`src/rtl/fp_pkg.sv`:
```
// Shared single-precision constants and the divider control-state encoding.
package fp_pkg;

  localparam int EXP_W   = 8;
  localparam int FRAC_W  = 23;
  localparam int BIAS    = 127;
  localparam int EXP_MAX = 255;

  localparam logic [31:0] QNAN = 32'h7FC00000;

  typedef enum logic [1:0] {
    IDLE    = 2'd0,
    SPECIAL = 2'd1,
    DIV     = 2'd2,
    NORM    = 2'd3
  } state_t;

endpackage

```
`src/rtl/fp_div_special.sv`:
```
// Combinational operand classifier for the divider: flags zero/inf/NaN operands
// and produces the fixed result those cases resolve to.
module fp_div_special
  import fp_pkg::*;
(
  input  logic [31:0] A,
  input  logic [31:0] B,
  output logic        is_special,
  output logic [31:0] special_result
);

  logic                s;
  logic [EXP_W-1:0]    ea, eb;
  logic [FRAC_W-1:0]   fa, fb;
  logic a_zero, a_inf, a_nan;
  logic b_zero, b_inf, b_nan;

  assign s  = A[31] ^ B[31];
  assign ea = A[30:23];
  assign eb = B[30:23];
  assign fa = A[22:0];
  assign fb = B[22:0];

  // Exponent 0 counts as zero whatever the fraction: denormals are flushed.
  assign a_zero = (ea == '0);
  assign b_zero = (eb == '0);
  assign a_inf  = (ea == EXP_W'(EXP_MAX)) && (fa == '0);
  assign b_inf  = (eb == EXP_W'(EXP_MAX)) && (fb == '0);
  assign a_nan  = (ea == EXP_W'(EXP_MAX)) && (fa != '0);
  assign b_nan  = (eb == EXP_W'(EXP_MAX)) && (fb != '0);

  always_comb begin
    is_special     = 1'b1;
    special_result = QNAN;
    if (a_nan || b_nan || (a_zero && b_zero) || (a_inf && b_inf)) begin
      special_result = QNAN;
    end else if (a_inf || b_zero) begin
      special_result = {s, {EXP_W{1'b1}}, {FRAC_W{1'b0}}};
    end else if (a_zero || b_inf) begin
      special_result = {s, {(EXP_W + FRAC_W){1'b0}}};
    end else begin
      is_special     = 1'b0;
      special_result = '0;
    end
  end

endmodule

```
`src/rtl/fp_divider.sv`:
```
// IEEE 754 single-precision divider: radix-2 restoring mantissa division, one
// quotient bit per cycle, truncating rounding, denormals flushed to zero.
module fp_divider
  import fp_pkg::*;
(
  input  logic        clk,
  input  logic        rst,
  input  logic        start,
  input  logic [31:0] A,
  input  logic [31:0] B,
  output logic        busy,
  output logic        done,
  output logic [31:0] O
);

  state_t        state_reg;
  logic [4:0]    cnt_reg;
  logic [24:0]   rem_reg;
  logic [23:0]   mb_reg;
  logic [24:0]   q_reg;
  logic          sign_reg;
  logic [9:0]    exp_base_reg;
  logic [31:0]   special_reg;

  logic          is_special;
  logic [31:0]   special_result;

  logic          q_bit;
  logic [24:0]   rem_sel;
  logic [24:0]   rem_next;
  logic [9:0]    exp_norm;
  logic [22:0]   frac_norm;
  logic [31:0]   norm_result;

  fp_div_special u_special (
    .A              (A),
    .B              (B),
    .is_special     (is_special),
    .special_result (special_result)
  );

  // One restoring step: subtract when the divisor fits, then shift left.
  // The kept remainder is always below mb, so bit 24 is zero before the shift.
  assign q_bit    = (rem_reg >= {1'b0, mb_reg});
  assign rem_sel  = q_bit ? (rem_reg - {1'b0, mb_reg}) : rem_reg;
  assign rem_next = {rem_sel[23:0], 1'b0};

  // exp_base_reg already holds ea - eb + 126; a leading quotient bit adds one.
  assign exp_norm  = exp_base_reg + {9'd0, q_reg[24]};
  assign frac_norm = q_reg[24] ? q_reg[23:1] : q_reg[22:0];

  always_comb begin
    norm_result = {sign_reg, exp_norm[7:0], frac_norm};
    if ($signed(exp_norm) >= $signed(10'(EXP_MAX))) begin
      norm_result = {sign_reg, {EXP_W{1'b1}}, {FRAC_W{1'b0}}};
    end else if ($signed(exp_norm) <= 10'sd0) begin
      norm_result = {sign_reg, {(EXP_W + FRAC_W){1'b0}}};
    end
  end

  always_ff @(posedge clk) begin
    if (rst) begin
      state_reg    <= IDLE;
      cnt_reg      <= '0;
      rem_reg      <= '0;
      mb_reg       <= '0;
      q_reg        <= '0;
      sign_reg     <= 1'b0;
      exp_base_reg <= '0;
      special_reg  <= '0;
      busy         <= 1'b0;
      done         <= 1'b0;
      O            <= '0;
    end else begin
      done <= 1'b0;
      case (state_reg)
        IDLE: begin
          if (start) begin
            busy         <= 1'b1;
            special_reg  <= special_result;
            sign_reg     <= A[31] ^ B[31];
            exp_base_reg <= {2'b00, A[30:23]} - {2'b00, B[30:23]} + 10'(BIAS - 1);
            rem_reg      <= {2'b01, A[22:0]};
            mb_reg       <= {1'b1, B[22:0]};
            q_reg        <= '0;
            cnt_reg      <= 5'd24;
            state_reg    <= is_special ? SPECIAL : DIV;
          end
        end
        SPECIAL: begin
          O         <= special_reg;
          done      <= 1'b1;
          busy      <= 1'b0;
          state_reg <= IDLE;
        end
        DIV: begin
          rem_reg <= rem_next;
          q_reg   <= {q_reg[23:0], q_bit};
          if (cnt_reg == 5'd0) begin
            state_reg <= NORM;
          end else begin
            cnt_reg <= cnt_reg - 5'd1;
          end
        end
        NORM: begin
          O         <= norm_result;
          done      <= 1'b1;
          busy      <= 1'b0;
          state_reg <= IDLE;
        end
        default: state_reg <= IDLE;
      endcase
    end
  end

endmodule
```
`config.mk`:
```
export PLATFORM = sky130hd
export DESIGN_NAME = fp_divider
export DESIGN_NICKNAME = d
export VERILOG_FILES = /design/src/rtl/fp_pkg.sv /design/src/rtl/fp_div_special.sv /design/src/rtl/fp_divider.sv
export SDC_FILE = /design/constraint.sdc
export NUM_CORES = 1
export LEC_CHECK = 0
export CAP_MARGIN = 5
export CELL_PAD_IN_SITES_DETAIL_PLACEMENT = 1
export CELL_PAD_IN_SITES_GLOBAL_PLACEMENT = 2
export CORE_ASPECT_RATIO = 1.75
export CORE_MARGIN = 2
export CORE_UTILIZATION = 29
export DETAILED_ROUTE_END_ITERATION = 10
export GPL_TIMING_DRIVEN = 0
export PLACE_DENSITY = 0.77
export SLEW_MARGIN = 20
export SYNTH_ARGS = -nofsm -noshare
export SYNTH_HDL_FRONTEND = slang
export SYNTH_SLANG_ARGS = --single-unit
```
`constraint.sdc`:
```
create_clock -name clk -period 2.78 [get_ports clk]
set_input_delay 0.695 -clock clk [delete_from_list [all_inputs] [get_ports clk]]
set_output_delay 0.695 -clock clk [all_outputs]
set_load 0.02 [all_outputs]
```
==> qor.yml, run 1 <==
largest_register_ffs: 32
place_congestion: 0.8835
relSlewSlack_pct: 37.58
io_pins: 101
stdcell_count: 1395
rows: 77
vias_per_cell: 5.284
dieArea_um2: 27010
grt.overflow.total: 0
p_sw_w: 0.002566
async_reset_ff_share_pct: 0
htree_levels: 4
drive_gt1_share_pct: 11.77
dieHeight_um: 215.9
synth.distinct_cells: 66
drt_first_pass_iters: 4
vias: 7371
reg2reg_from: "rem_reg[2]$_SDFFE_PP0P_"
syn_inst: 939
placed_cell_area_um2: 8845
coreArea_um2: 25240
end_kind: "flip-flop"
total_power_w: 0.007009
die-width_um: 125.1
p_leak_nw: 3.574
grt_pass1_wl_um: 41690
hold_viol_final: 0
antenna_left: 0
max-cap-violations: 0
outcome: "finished, final reports clean"
syn_nets: 1045
initial_core_util_pct: 29.49
drtIter0Drc: 279
timing.final.max_slew_violations: 0
cts_root_buf: "clkbuf_16"
area_delta_synth_final_pct: 31.55
syn-cell-area_um2: 7443
clk_path_buf_depth: 2
cts_tree: "built"
holdWs_ps: 451.5
start_kind: "primary input"
portBuffers: 100
yosys_warnings: 0
report.final.setup_viol: 0
powerDensity_nw_per_um2: 715.8
routed_wl_um: 26440
reg2reg_slack_ps: 110
antenna_cells: 0
cp.arrival_ps: 3020
wl_per_cell_um: 18.95
synth_edf_count: 0
rsz0062_at_grt: "true"
swShare_pct: 36.61
critical_path_class: "in -> reg"
yosysSeqAreaShare_pct: 34.69
fin_skew_ps: 9.464
cts_inserted_buffers: 17
pwr-share-seq_pct: 29.9
grt_pass1_vias: 7760
dpl.hpwl_um: 20440
grtUsageTotal_pct: 19.66
crit_fanout: 4
startpoint: "A[23]"
grt_max_degree: 17
combPwrFrac_pct: 38.7
dpl.cell_count: 1355
irDropWorstVdd_uv: 442.9
fin_tns_setup_ps: 0
drc: 0
fin_crit_ps: 2742
finalCritPeriodShare_pct: 98.64
max_clock_freq_mhz: 364.7
antenna_found_initial: 0
syn_area_per_cell_um2: 7.927
cts_sinks: 129
finalInstanceArea_um2: 9792
clk_latency_ps: 420
ys_ff_latch: 129
min_path_type: "reg -> reg"
tightest_slew_ps: 936.4
holdCritStartpoint: "sign_reg$_SDFFE_PP0P_"
required_ps: 3060
p_int_w: 0.004442
ys.flop_type: "dfxtp_1"
fin_nets: 1172
power.share.clock_pct: 31.4
clk_pin_slew_ps: 60
-- kinds of logic (layout without fill, tap and decap cells) --
| kind of cell | count (synthesis) | after routing | synth area share, % |
|---|---|---|---|
| and+or+nand+nor | 337 | 337 | 20.89 |
| AOI/OAI and AO/OA | 258 | 258 | 23.26 |
| DFF | 129 | 129 | 34.69 |
| buffers and inverters | 109 | 249 | 5.883 |
| adders and majority gates | 39 | 39 | 6.757 |
| xor gates and xnor gates | 36 | 36 | 4.337 |
| muxes | 31 | 31 | 4.169 |
-- cell usage in the layout (no fill, tap or decap), types with 5 or more instances in the layout --
cell               n
or4_1              5
nor2_1            43
nand2b_1           5
nand3_1           43
ha_1              32
nor2b_1            7
o211ai_1           5
o21a_1             7
and3_1             5
buf_4              9
and2_0             5
nor3_1            16
clkdlybuf4s50_1   96
o21ai_0           21
ha_2               5
nor4_1            12
a311oi_1          13
nand2_1          159
a211oi_2           6
buf_6              7
o21bai_1           5
a31oi_1            5
a21o_1            14
a21oi_1           87
mux2i_1           31
xnor2_1           18
clkbuf_2           7
clkbuf_16         17
xor2_1            14
dfxtp_1          129
inv_1             50
nand4_1           11
o21ai_2           23
o31ai_1            5
a221o_1            6
a211oi_1          17
clkbuf_1          44
-- power groups by stage --
stage / Clock [W] / Combinational [W] / Sequential, W
after floorplan: 0 / 0.00159 / 0.00211
after global placement: 0 / 0.00230 / 0.00213
after detailed placement: 0 / 0.00232 / 0.00213
after CTS: 0.00225 / 0.00246 / 0.00210
after global routing: 0.00233 / 0.00295 / 0.00212
final: 0.00220 / 0.00271 / 0.00210
-- area by class of cell --
cell class | count | area (µm²)
Tap cell | 316 | 395.4
Fill cell | 3042 | 15450
Buffer | 54 | 264.0
Timing Repair Buffer | 111 | 1094
Sequential cell | 129 | 2582
Multi-Input combinational cell | 701 | 4696
Clock buffer | 23 | 457.9
Inverter | 52 | 195.2
Clock inverter | 9 | 107.6
-- metal layers --
layer | share of wire (%) | track usage [%] | vias up
met1 | 38 | 19.94 | 3569
met2 | 56 | 38.79 | 140
li1 | - | - | 3606
met5 | 0 | 0 | -
met3 | 2.1 | 2.553 | 56
met4 | 3.9 | 9.407 | 0
-- synthesized netlist by cell type (13+ instances only) --
cell type,n,share of area (%)
nor4_1,16,1.3
nor2_1,44,2.2
ha_1,37,6.2
dfxtp_1,129,35
clkbuf_1,48,2.4
mux2i_1,31,4.2
xnor2_1,21,2.5
inv_1,51,2.6
nand2_1,159,8.0
nor3_1,20,1.3
a311oi_1,13,1.5
a21o_1,14,1.4
o21ai_0,27,1.8
xor2_1,14,1.6
a21oi_1,93,6.3
o21ai_2,20,2.4
a211oi_1,23,2.3
nand3_1,44,3.0
-- critical path, stage by stage --
cell and delay (ps):
dlygate4sd2_1 260, inv_1 60, ha_2 180, inv_1 50
fa_2 380, a21o_1 220, a21oi_4 230, o21bai_1 110
a211oi_2 210, a21oi_2 90, buf_4 150, o21a_1 90
nor3_1 210, nor3_1 70
-- metrics by stage --
step           utilization [%]  setup WS [ps]
4_1_cts                  37.86         -9.171
2_1_floorplan                -          23.63
3_5_place_dp             35.04         -781.0
6_report                 38.79          37.88
5_1_grt                  38.79         -66.65
3_3_place_gp             35.04         -713.7
-- repair_timing --
action | 4_1_cts | 5_1_grt
gates cloned | 0 | 1
setup buffers | 3 | 7
resized for setup | 33 | 57
pin swaps | 10 | 23
hold buffers | 0 | 0
setup endpoints to repair | 56 | 86
-- worst paths after layout --
kind,endpoint,depth (start not counted)
min,sign_reg$_SDFFE_PP0P_,1
min reg2reg,sign_reg$_SDFFE_PP0P_,1
max reg2reg,rem_reg[10]$_SDFFE_PP0P_,9
max,exp_base_reg[6]$_SDFFE_PP0P_,14
(Power assumes the default switching activity.)
==> inputs of run 2 (changes only) <==
--- a/config.mk
+++ b/config.mk
@@ -10,10 +10,10 @@
 export CELL_PAD_IN_SITES_GLOBAL_PLACEMENT = 2
 export CORE_ASPECT_RATIO = 1.75
 export CORE_MARGIN = 2
-export CORE_UTILIZATION = 29
+export CORE_UTILIZATION = 33
 export DETAILED_ROUTE_END_ITERATION = 10
 export GPL_TIMING_DRIVEN = 0
-export PLACE_DENSITY = 0.77
+export PLACE_DENSITY = 0.82
 export SLEW_MARGIN = 20
 export SYNTH_ARGS = -nofsm -noshare
 export SYNTH_HDL_FRONTEND = slang
==> constraint.sdc (replaced) <==
create_clock -name clk -period 2.9 [get_ports clk]
set_input_delay 0.725 -clock clk [delete_from_list [all_inputs] [get_ports clk]]
set_output_delay 0.725 -clock clk [all_outputs]
set_load 0.02 [all_outputs]
==> run 2 against run 1 <==
Routed wire length down 3.6%. Setup slack better by 44 ps. Register-to-register slack got worse by 30 ps. Sequential power shrank 4%. Final cell count decreased by 2.0%. Power fell by 2.9%. Critical path type is now reg -> reg. Highest routed layer unchanged.
==> qor.yml, run 2 (synthesis results as in run 1) <==
clk_pin_slew_ps: 60  # about the same
min_path_type: "reg -> reg"  # unchanged
vias_per_cell: 5.329  # was 5.284
grt_max_degree: 17  # unchanged
path_cells: "inv_1, ha_1, clkbuf_2, a2111o_1, o21ai_1, o21bai_1, a31oi_1, xnor2_1, a211oi_1, a311oi_1"  # was dlygate4sd2_1, inv_1, ha_2, inv_1, fa_2, a21o_1, a21oi_4, o21bai_1, a211oi_2, a21oi_2, buf_4, o21a_1, nor3_1, nor3_1
dieArea_um2: 23820  # was 27010 µm²
fin_tns_setup_ps: 0  # unchanged
largest_register_ffs: 32  # unchanged
max-cap-violations: 0  # unchanged
grt_pass1_vias: 7750  # was 7760
grtUsageTotal_pct: 22.02  # was 19.66%
initial_core_util_pct: 33.59  # was 29.49%
cts_sinks: 129  # unchanged
die-width_um: 117.5  # was 125.1 µm
preCtsSetupSlack_ps: -771.8  # was -781.0 ps
powerDensity_nw_per_um2: 704.3  # was 715.8 nW/µm²
path_delay_family: "compound AO/OA/AOI/OAI gates"  # unchanged
coreArea_um2: 22160  # was 25240 µm²
clk_latency_ps: 440  # was 420 ps
htree_levels: 4  # unchanged
dpl.hpwl_um: 19800  # was 20440 µm
routed_wl_um: 25490  # was 26440 µm
crit_buf_inv: 2  # was 4
relSlewSlack_pct: 47.31  # was 37.58%
cts_tree: "built"  # unchanged
rows: 72  # was 77
crit_fanout: 8  # was 4
final_common_cell: "nand2_1"  # unchanged
drtIter0Drc: 266  # was 279
max_clock_freq_mhz: 354.8
vias: 7285  # was 7371
required_ps: 3230  # was 3060 ps
antenna_found_initial: 0  # unchanged
drive_gt1_share_pct: 9.430  # was 11.77%
cts_hold_buf: 0  # unchanged
slowest_delay_ps: 470  # was 380 ps
holdWs_ps: 450.1  # was 451.5 ps
antenna_cells: 0  # unchanged
wl_per_cell_um: 18.64  # was 18.95 µm
regArea_um2: 2582  # unchanged
cts_inserted_buffers: 17  # unchanged
tightest_slew_ps: 783.2  # was 936.4 ps
fin_crit_ps: 2818
portBuffers: 100  # unchanged
finalInstanceArea_um2: 9658  # was 9792 µm²
layout_common_cells: "159 x nand2_1, 129 x dfxtp_1, 97 x clkdlybuf4s50_1"  # was 159 x nand2_1, 129 x dfxtp_1, 96 x clkdlybuf4s50_1
clk_path_buf_depth: 2  # unchanged
rsz0062_at_grt: "true"  # unchanged
grt.overflow.total: 0  # unchanged
irDropWorstVdd_uv: 312.2  # was 442.9 µV
critical_path_class: "reg -> reg"  # was in -> reg
end_kind: "flip-flop"  # unchanged
multi_input_area_um2: 4593  # was 4696 µm²
area_delta_synth_final_pct: 29.75  # was 31.55%
antenna_left: 0  # unchanged
cts_root_buf: "clkbuf_16"  # unchanged
place_congestion: 0.8959  # was 0.8835
drt_first_pass_iters: 4  # unchanged
dieHeight_um: 202.7  # was 215.9 µm
placed_cell_area_um2: 8815  # was 8845 µm²
p_leak_nw: 3.560  # was 3.574 nW
finalCritPeriodShare_pct: 97.18
fin_nets: 1164  # was 1172
fill_cells: 2754  # was 3042
drc: 0  # unchanged
grt_pass1_wl_um: 41050  # was 41690 µm
hold_viol_final: 0  # unchanged
start_kind: "flip-flop"  # was primary input
slowest_stage: "o21ai_1"  # was fa_2
fin_skew_ps: 12.69  # was 9.464 ps
timing.final.max_slew_violations: 0  # unchanged
outcome: "finished, final reports clean"  # unchanged
report.final.setup_viol: 0  # unchanged
io_pins: 101  # unchanged
cp.arrival_ps: 3150  # was 3020 ps
fin_ws_ps: 81.77  # was 37.88 ps
run 2: cell types whose count changed in the layout (fill, tap and decap cells not counted), sizes merged:
| cell | before | now |
|---|---|---|
| buf | 18 | 11 |
| bufinv | 2 | 4 |
| clkbuf | 70 | 67 |
| clkdlybuf4s50 | 96 | 97 |
| clkinv | 4 | 3 |
| clkinvlp | 2 | 1 |
| dlygate4sd2 | 2 | 0 |
| dlymetal6s2s | 2 | 3 |
| inv | 53 | 55 |
run 2: final cells by class:
| type | count | area share (%) |
|---|---|---|
| Buffer | 54 | 2.513 |
| Tap cell | 296 | 3.835 |
| Clock inverter | 11 | 1.788 |
| Multi-Input combinational cell | 701 | 47.56 |
| Timing Repair Buffer | 103 | 10.67 |
| Sequential cell | 129 | 26.74 |
| Clock buffer | 21 | 4.871 |
| Inverter | 52 | 2.021 |
run 2: path summary, 6_finish.rpt:
check,start,end,slack (ps),cells past startpoint
worst max-delay path,mb_reg[6]$_SDFFE_PP0P_,rem_reg[16]$_SDFFE_PP0P_,80,10
worst min register to register,O[6]$_SDFFE_PP0N_,O[6]$_SDFFE_PP0N_,450,2
worst max register to register,mb_reg[6]$_SDFFE_PP0P_,rem_reg[16]$_SDFFE_PP0P_,80,10
worst min-delay path,O[6]$_SDFFE_PP0N_,O[6]$_SDFFE_PP0N_,450,2
run 2: timing repair:
item,CTS,global route
setup endpoints to repair,28,60
pin swaps,5,10
resized for setup,18,29
setup buffers,2,1
run 2: power by group:
part / total [W] / internal, W / switching, W
sequential: 0.00201 / 0.00190 / 0.000109
clock: 0.00238 / 0.00151 / 0.000868
combinational: 0.00241 / 0.000959 / 0.00145
total: 0.00680 / 0.00437 / 0.00243
run 2: metal layers:
layer  part of all wire [%]  vias to the layer above  GRT usage [%]  routed length [µm]
li1                       -                     3593              -                   -
met1                     37                     3508          21.83                9481
met2                     56                      128          43.96               14250
met3                    2.8                       56          3.596                 716
met4                    4.1                        0          10.07                1035
met5                      0                        -              0                   0
run 2: tightest hold or removal path: stages (launching register included):
cell,delay (ps)
dfxtp_1,320
nand2_1,60
o21ai_2,40
run 2: through the flow:
| step | util, % | cells | power, W |
|---|---|---|---|
| finish | 43.58 | 1367 | 0.006803 |
| CTS | 43.15 | 1367 | 0.006774 |
| global route | 43.58 | 1367 | 0.007166 |
| global placement | 39.78 | 1335 | 0.004234 |
| detailed placement | 39.78 | 1335 | 0.004266 |
| floorplan | - | 939 | 0.003545 |
==> inputs of run 3 (changes only) <==
--- a/config.mk
+++ b/config.mk
@@ -10,8 +10,9 @@
 export CELL_PAD_IN_SITES_GLOBAL_PLACEMENT = 2
 export CORE_ASPECT_RATIO = 1.75
 export CORE_MARGIN = 2
-export CORE_UTILIZATION = 33
+export CORE_UTILIZATION = 38
 export DETAILED_ROUTE_END_ITERATION = 10
+export DONT_BUFFER_PORTS = 1
 export GPL_TIMING_DRIVEN = 0
 export PLACE_DENSITY = 0.82
 export SLEW_MARGIN = 20
==> run 3 against run 2 <==
Final area shrank 13%. Sequential share of layout area up 4.0 points. Via count decreased by 5.6%. Combinational power down 10%. Sequential power about the same. Fmax rose by 1.5%. Non-clock buffer count down 100. First-iteration DRC count is 14% lower. Clock skew shrank 1.7 ps. Setup slack improved by 41 ps. Sequential cell count is the same.
==> qor.yml, run 3 (synthesis results as in run 1) <==
dieArea_um2: 20770  # was 23820 µm²
report.final.setup_viol: 0  # unchanged
total_power_w: 0.006300  # was 0.006803 W
clk_path_buf_depth: 2  # unchanged
reg2reg_from: "rem_reg[0]$_SDFFE_PP0P_"  # was mb_reg[6]$_SDFFE_PP0P_
grt_max_degree: 17  # unchanged
min_path_type: "in -> reg"  # was reg -> reg
fill_cells: 2343  # was 2754
dpl.cell_count: 1180  # was 1335
critical_path_class: "reg -> reg"  # unchanged
dieHeight_um: 189.1  # was 202.7 µm
finalCritPeriodShare_pct: 95.75  # was 97.18%
vias: 6880  # was 7285
cts_tree: "built"  # unchanged
area_delta_synth_final_pct: 12.84  # was 29.75%
clk_pin_slew_ps: 60  # about the same
cts_root_buf: "clkbuf_16"  # unchanged
end_kind: "flip-flop"  # unchanged
htree_levels: 4  # unchanged
fin_nets: 1064  # was 1164
max-cap-violations: 0  # unchanged
die-width_um: 109.8  # was 117.5 µm
initial_core_util_pct: 38.77  # was 33.59%
r2r_end: "rem_reg[19]$_SDFFE_PP0P_"  # was rem_reg[16]$_SDFFE_PP0P_
met3_length_um: 1064  # was 716 µm
place_congestion: 0.8902  # was 0.8959
r2r_cells: 12  # was 10
grt_pass1_wl_um: 38450  # was 41050 µm
fin_crit_ps: 2777  # was 2818 ps
reg2reg_slack_ps: 120  # was 80 ps
clk_latency_ps: 430  # was 440 ps
drtIter0Drc: 230  # was 266
stdcell_count: 1212  # was 1367
drc: 0  # unchanged
p_leak_nw: 3.082  # was 3.560 nW
antenna_cells: 0  # unchanged
fin_skew_ps: 10.96  # was 12.69 ps
cts_inserted_buffers: 17  # unchanged
hold_viol_final: 0  # unchanged
met1_length_um: 8755  # was 9481 µm
grt.overflow.total: 0  # unchanged
start_kind: "flip-flop"  # unchanged
drt_first_pass_iters: 4  # unchanged
grtUsageTotal_pct: 24.61  # was 22.02%
vias_per_cell: 5.677  # was 5.329
grt_pass1_vias: 7337  # was 7750
cp.arrival_ps: 3110  # was 3150 ps
outcome: "finished, final reports clean"  # unchanged
tightest_slew_ps: 833.2  # was 783.2 ps
final_common_cell: "nand2_1"  # unchanged
antenna_left: 0  # unchanged
routed_wl_um: 24500  # was 25490 µm
max_clock_freq_mhz: 360.1  # was 354.8 MHz
crit_fanout: 4  # was 8
io_pins: 101  # unchanged
irDropWorstVdd_uv: 387.3  # was 312.2 µV
coreArea_um2: 19200  # was 22160 µm²
rows: 67  # was 72
antenna_found_initial: 0  # unchanged
largest_register_ffs: 32  # unchanged
drive_gt1_share_pct: 8.754  # was 9.430%
cts_sinks: 129  # unchanged
timing.final.max_slew_violations: 0  # unchanged
wl_per_cell_um: 20.22  # was 18.64 µm
dr.max_layer_used: "met4"  # unchanged
layout_common_cells: "159 x nand2_1, 129 x dfxtp_1, 92 x a21oi_1"  # was 159 x nand2_1, 129 x dfxtp_1, 97 x clkdlybuf4s50_1
required_ps: 3230  # about the same
startpoint: "rem_reg[0]$_SDFFE_PP0P_"  # was mb_reg[6]$_SDFFE_PP0P_
powerDensity_nw_per_um2: 750.1  # was 704.3 nW/µm²
dpl.hpwl_um: 19320  # was 19800 µm
portBuffers: 0  # was 100
relSlewSlack_pct: 44.45  # was 47.31%
endpoint: "rem_reg[19]$_SDFFE_PP0P_"  # was rem_reg[16]$_SDFFE_PP0P_
wl_met2_um: 13420  # was 14250 µm
[run 3: changes by cell type in the layout (fill, tap and decap cells not counted), moves of 3 or more]
| cell | change |
|---|---|
| dlymetal6s2s_1 | -3 |
| clkdlybuf4s50_1 | -97 |
| bufinv_16 | -3 |
| a21oi_1 | +3 |
[run 3: cell type report]
class / count / area, µm² / area share (%)
timing repair buffer: 3 / 22.52 / 0.2681
sequential: 129 / 2582 / 30.75
clock buffer: 18 / 439.2 / 5.229
buffer: 54 / 232.7 / 2.771
inverter: 52 / 195.2 / 2.324
clock inverter: 14 / 131.4 / 1.564
multi-input combinational: 701 / 4494 / 53.51
tap: 241 / 301.5 / 3.590
[run 3: per-layer routing]
metal	track usage (%)	vias to the layer above
met2	46.53	138
met5	0	-
met1	24.17	3306
li1	-	3381
met3	5.267	55
met4	12.41	0
[run 3: per-stage QoR]
step                cell area [µm²]  setup slack [ps]  utilization (%)  hold WS [ps]  TNS [ps]
finish                         8399             123.2            43.75         422.9         0
global route                   8399            -22.57            43.75         419.3    -25.85
CTS                            8374             8.223            43.62         407.4         0
detailed placement             7751            -490.9            40.38         445.5     -5268
global placement               7745            -450.5            40.34         436.2     -4539
floorplan                      7443             79.55                -         426.3         0
[run 3: power breakdown]
group | internal (W) | leakage, nW | switching [W]
combinational | 0.000830 | 1.75 | 0.00134
clock | 0.00121 | 0.275 | 0.000889
sequential | 0.00190 | 1.05 | 0.000122
[run 3: repair_timing]
item,4_1_cts,5_1_grt
gates resized for setup,8,8
setup endpoints to repair,23,27
buffers inserted,1,2
pin swaps,1,3
hold buffers,0,0
[run 3: critical path: stages, from the launching register on]
cell,delay [ps]
dfxtp_1,330
inv_1,60
ha_1,160
inv_1,50
fa_1,430
a21oi_2,210
o221ai_2,170
o31ai_4,330
o31ai_2,160
a21boi_0,280
xnor2_1,150
nand2_1,70
a221oi_1,260
[run 3: how the worst min path moves through the flow]
stage                          startpoint                       to  slack [ps]  cells after the start
global placement    sign_reg$_SDFFE_PP0P_    sign_reg$_SDFFE_PP0P_         440                      1
CTS                                 B[12]  mb_reg[12]$_SDFFE_PP0P_         410                      2
floorplan           sign_reg$_SDFFE_PP0P_    sign_reg$_SDFFE_PP0P_         430                      1
global route                        B[12]  mb_reg[12]$_SDFFE_PP0P_         420                      2
finish                              B[12]  mb_reg[12]$_SDFFE_PP0P_         420                      2
detailed placement  sign_reg$_SDFFE_PP0P_    sign_reg$_SDFFE_PP0P_         450                      1
==> edit: new RTL, settings of run 1 <==
Encoding of `state_t`: now one-hot (4 bits for 4 states).
--- a/src/rtl/fp_pkg.sv
+++ b/src/rtl/fp_pkg.sv
@@ -10,7 +10,7 @@
 
-  typedef enum logic [1:0] {
-    IDLE    = 2'd0,
-    SPECIAL = 2'd1,
-    DIV     = 2'd2,
-    NORM    = 2'd3
+  typedef enum logic [3:0] {
+    IDLE    = 4'b0001,
+    SPECIAL = 4'b0010,
+    DIV     = 4'b0100,
+    NORM    = 4'b1000
   } state_t;
Formal check against the unedited RTL: no difference found for any inputs over 10 cycles, from zero or initial values and one cycle with rst high; not proved beyond that.
==> edit against run 1 <==
- sequential share of layout area shrank 0.26 points
- clock power grew 6%
- power shrank 9.2%
- worst setup slack gained 0.0077 ns
- critical path depth shrank 5
- first-iteration DRC count shrank 16%
- non-clock buffer count shrank 2
- critical path type unchanged
- cell count grew 2.1%
- highest routed layer unchanged
- cell area grew 2.6%
- global-route usage shrank 0.13 points
- routed wire length grew 0.36%
- sequential cell count grew 2
- area after synthesis grew 3.2%
==> edit: results (changes against run 1) <==
| Metric | Value |
|---|---|
| Status | finished, final reports clean (unchanged) |
| Placed Area | 9104 sq um (was 8845 sq um) |
| Xor and xnor area share after synthesis | 0.05002 (was 0.04337) |
| Hold slack final | 0.4527 ns (was 0.4515 ns) |
| Post-synth net total | 1074 (was 1045) |
| Multiplexer share of the synthesized area | 0.05508 (was 0.04169) |
| Max VDD drop | 0.4674 mV (was 0.4429 mV) |
| CP arrival | 3.11 ns (was 3.02 ns) |
| Period utilization | 0.9836 (was 0.9864) |
| Total Wirelength | 26530 microns (was 26440 microns) |
| Gpl congestion | 0.8499 (was 0.8835) |
| Worst Setup SP | B[0] (was A[23]) |
| Post-place setup slack | -0.9344 ns (was -0.7810 ns) |
| Commonest cells post-synth | nand2_1 (163), dfxtp_1 (131), a21oi_1 (100) (was nand2_1 (159), dfxtp_1 (129), a21oi_1 (93)) |
| Worst R2R Start | rem_reg[1] (was rem_reg[2]) |
| Top cells by area, synth | dfxtp_1 (34%), nand2_1 (8.0%), a21oi_1 (6.5%), ha_1 (6.0%), mux2i_1 (5.2%) (was dfxtp_1 (35%), nand2_1 (8.0%), a21oi_1 (6.3%), ha_1 (6.2%), mux2i_1 (4.2%)) |
| Leakage | 3.637 nW (was 3.574 nW) |
| DP HPWL | 21330 microns (was 20440 microns) |
| Hold path cells | 2 (was 1) |
| Hold EP | mb_reg[2] (was sign_reg) |
| Crit Path Max Fanout | 3 (was 4) |
| Slew @ Worst Pin | 0.7629 ns (was 0.9364 ns) |
| Final Skew | 0.008905 ns (was 0.009464 ns) |
| Total GRT Usage | 0.1953 (was 0.1966) |
| Worst setup endpoint | special_reg[31] (was exp_base_reg[6]) |
-- edit: area by class of cell --
class / instances / area, sq um
multi-input combinational: 728 / 4903
clock buffer: 19 / 452.9
tap: 320 / 400.4
sequential: 131 / 2624
timing repair buffer: 107 / 1039
buffer: 56 / 290.3
clock inverter: 13 / 151.4
fill: 3147 / 15910
inverter: 50 / 187.7
-- edit: logic make-up (layout without fill, tap and decap cells) --
kind of cell / Yosys count / in the layout
AOI/OAI and AO/OA: 250 / 250
xor gates and xnor gates: 43 / 43
adders and majority gates: 39 / 39
buffers and inverters: 109 / 245
DFF: 131 / 131
muxes: 42 / 42
and+or+nand+nor: 354 / 354
-- edit: routing by layer --
metal,GRT usage,part of all wire,vias up
met5,0,0,-
met3,0.02243,0.021,39
met1,0.1907,0.37,3626
met2,0.3939,0.57,122
met4,0.09927,0.034,0
li1,-,-,3677
-- edit: timing repair --
action	in CTS	in global routing
resized for setup	44	48
setup buffers	7	0
pin swaps	15	7
endpoints found under the setup margin	85	94
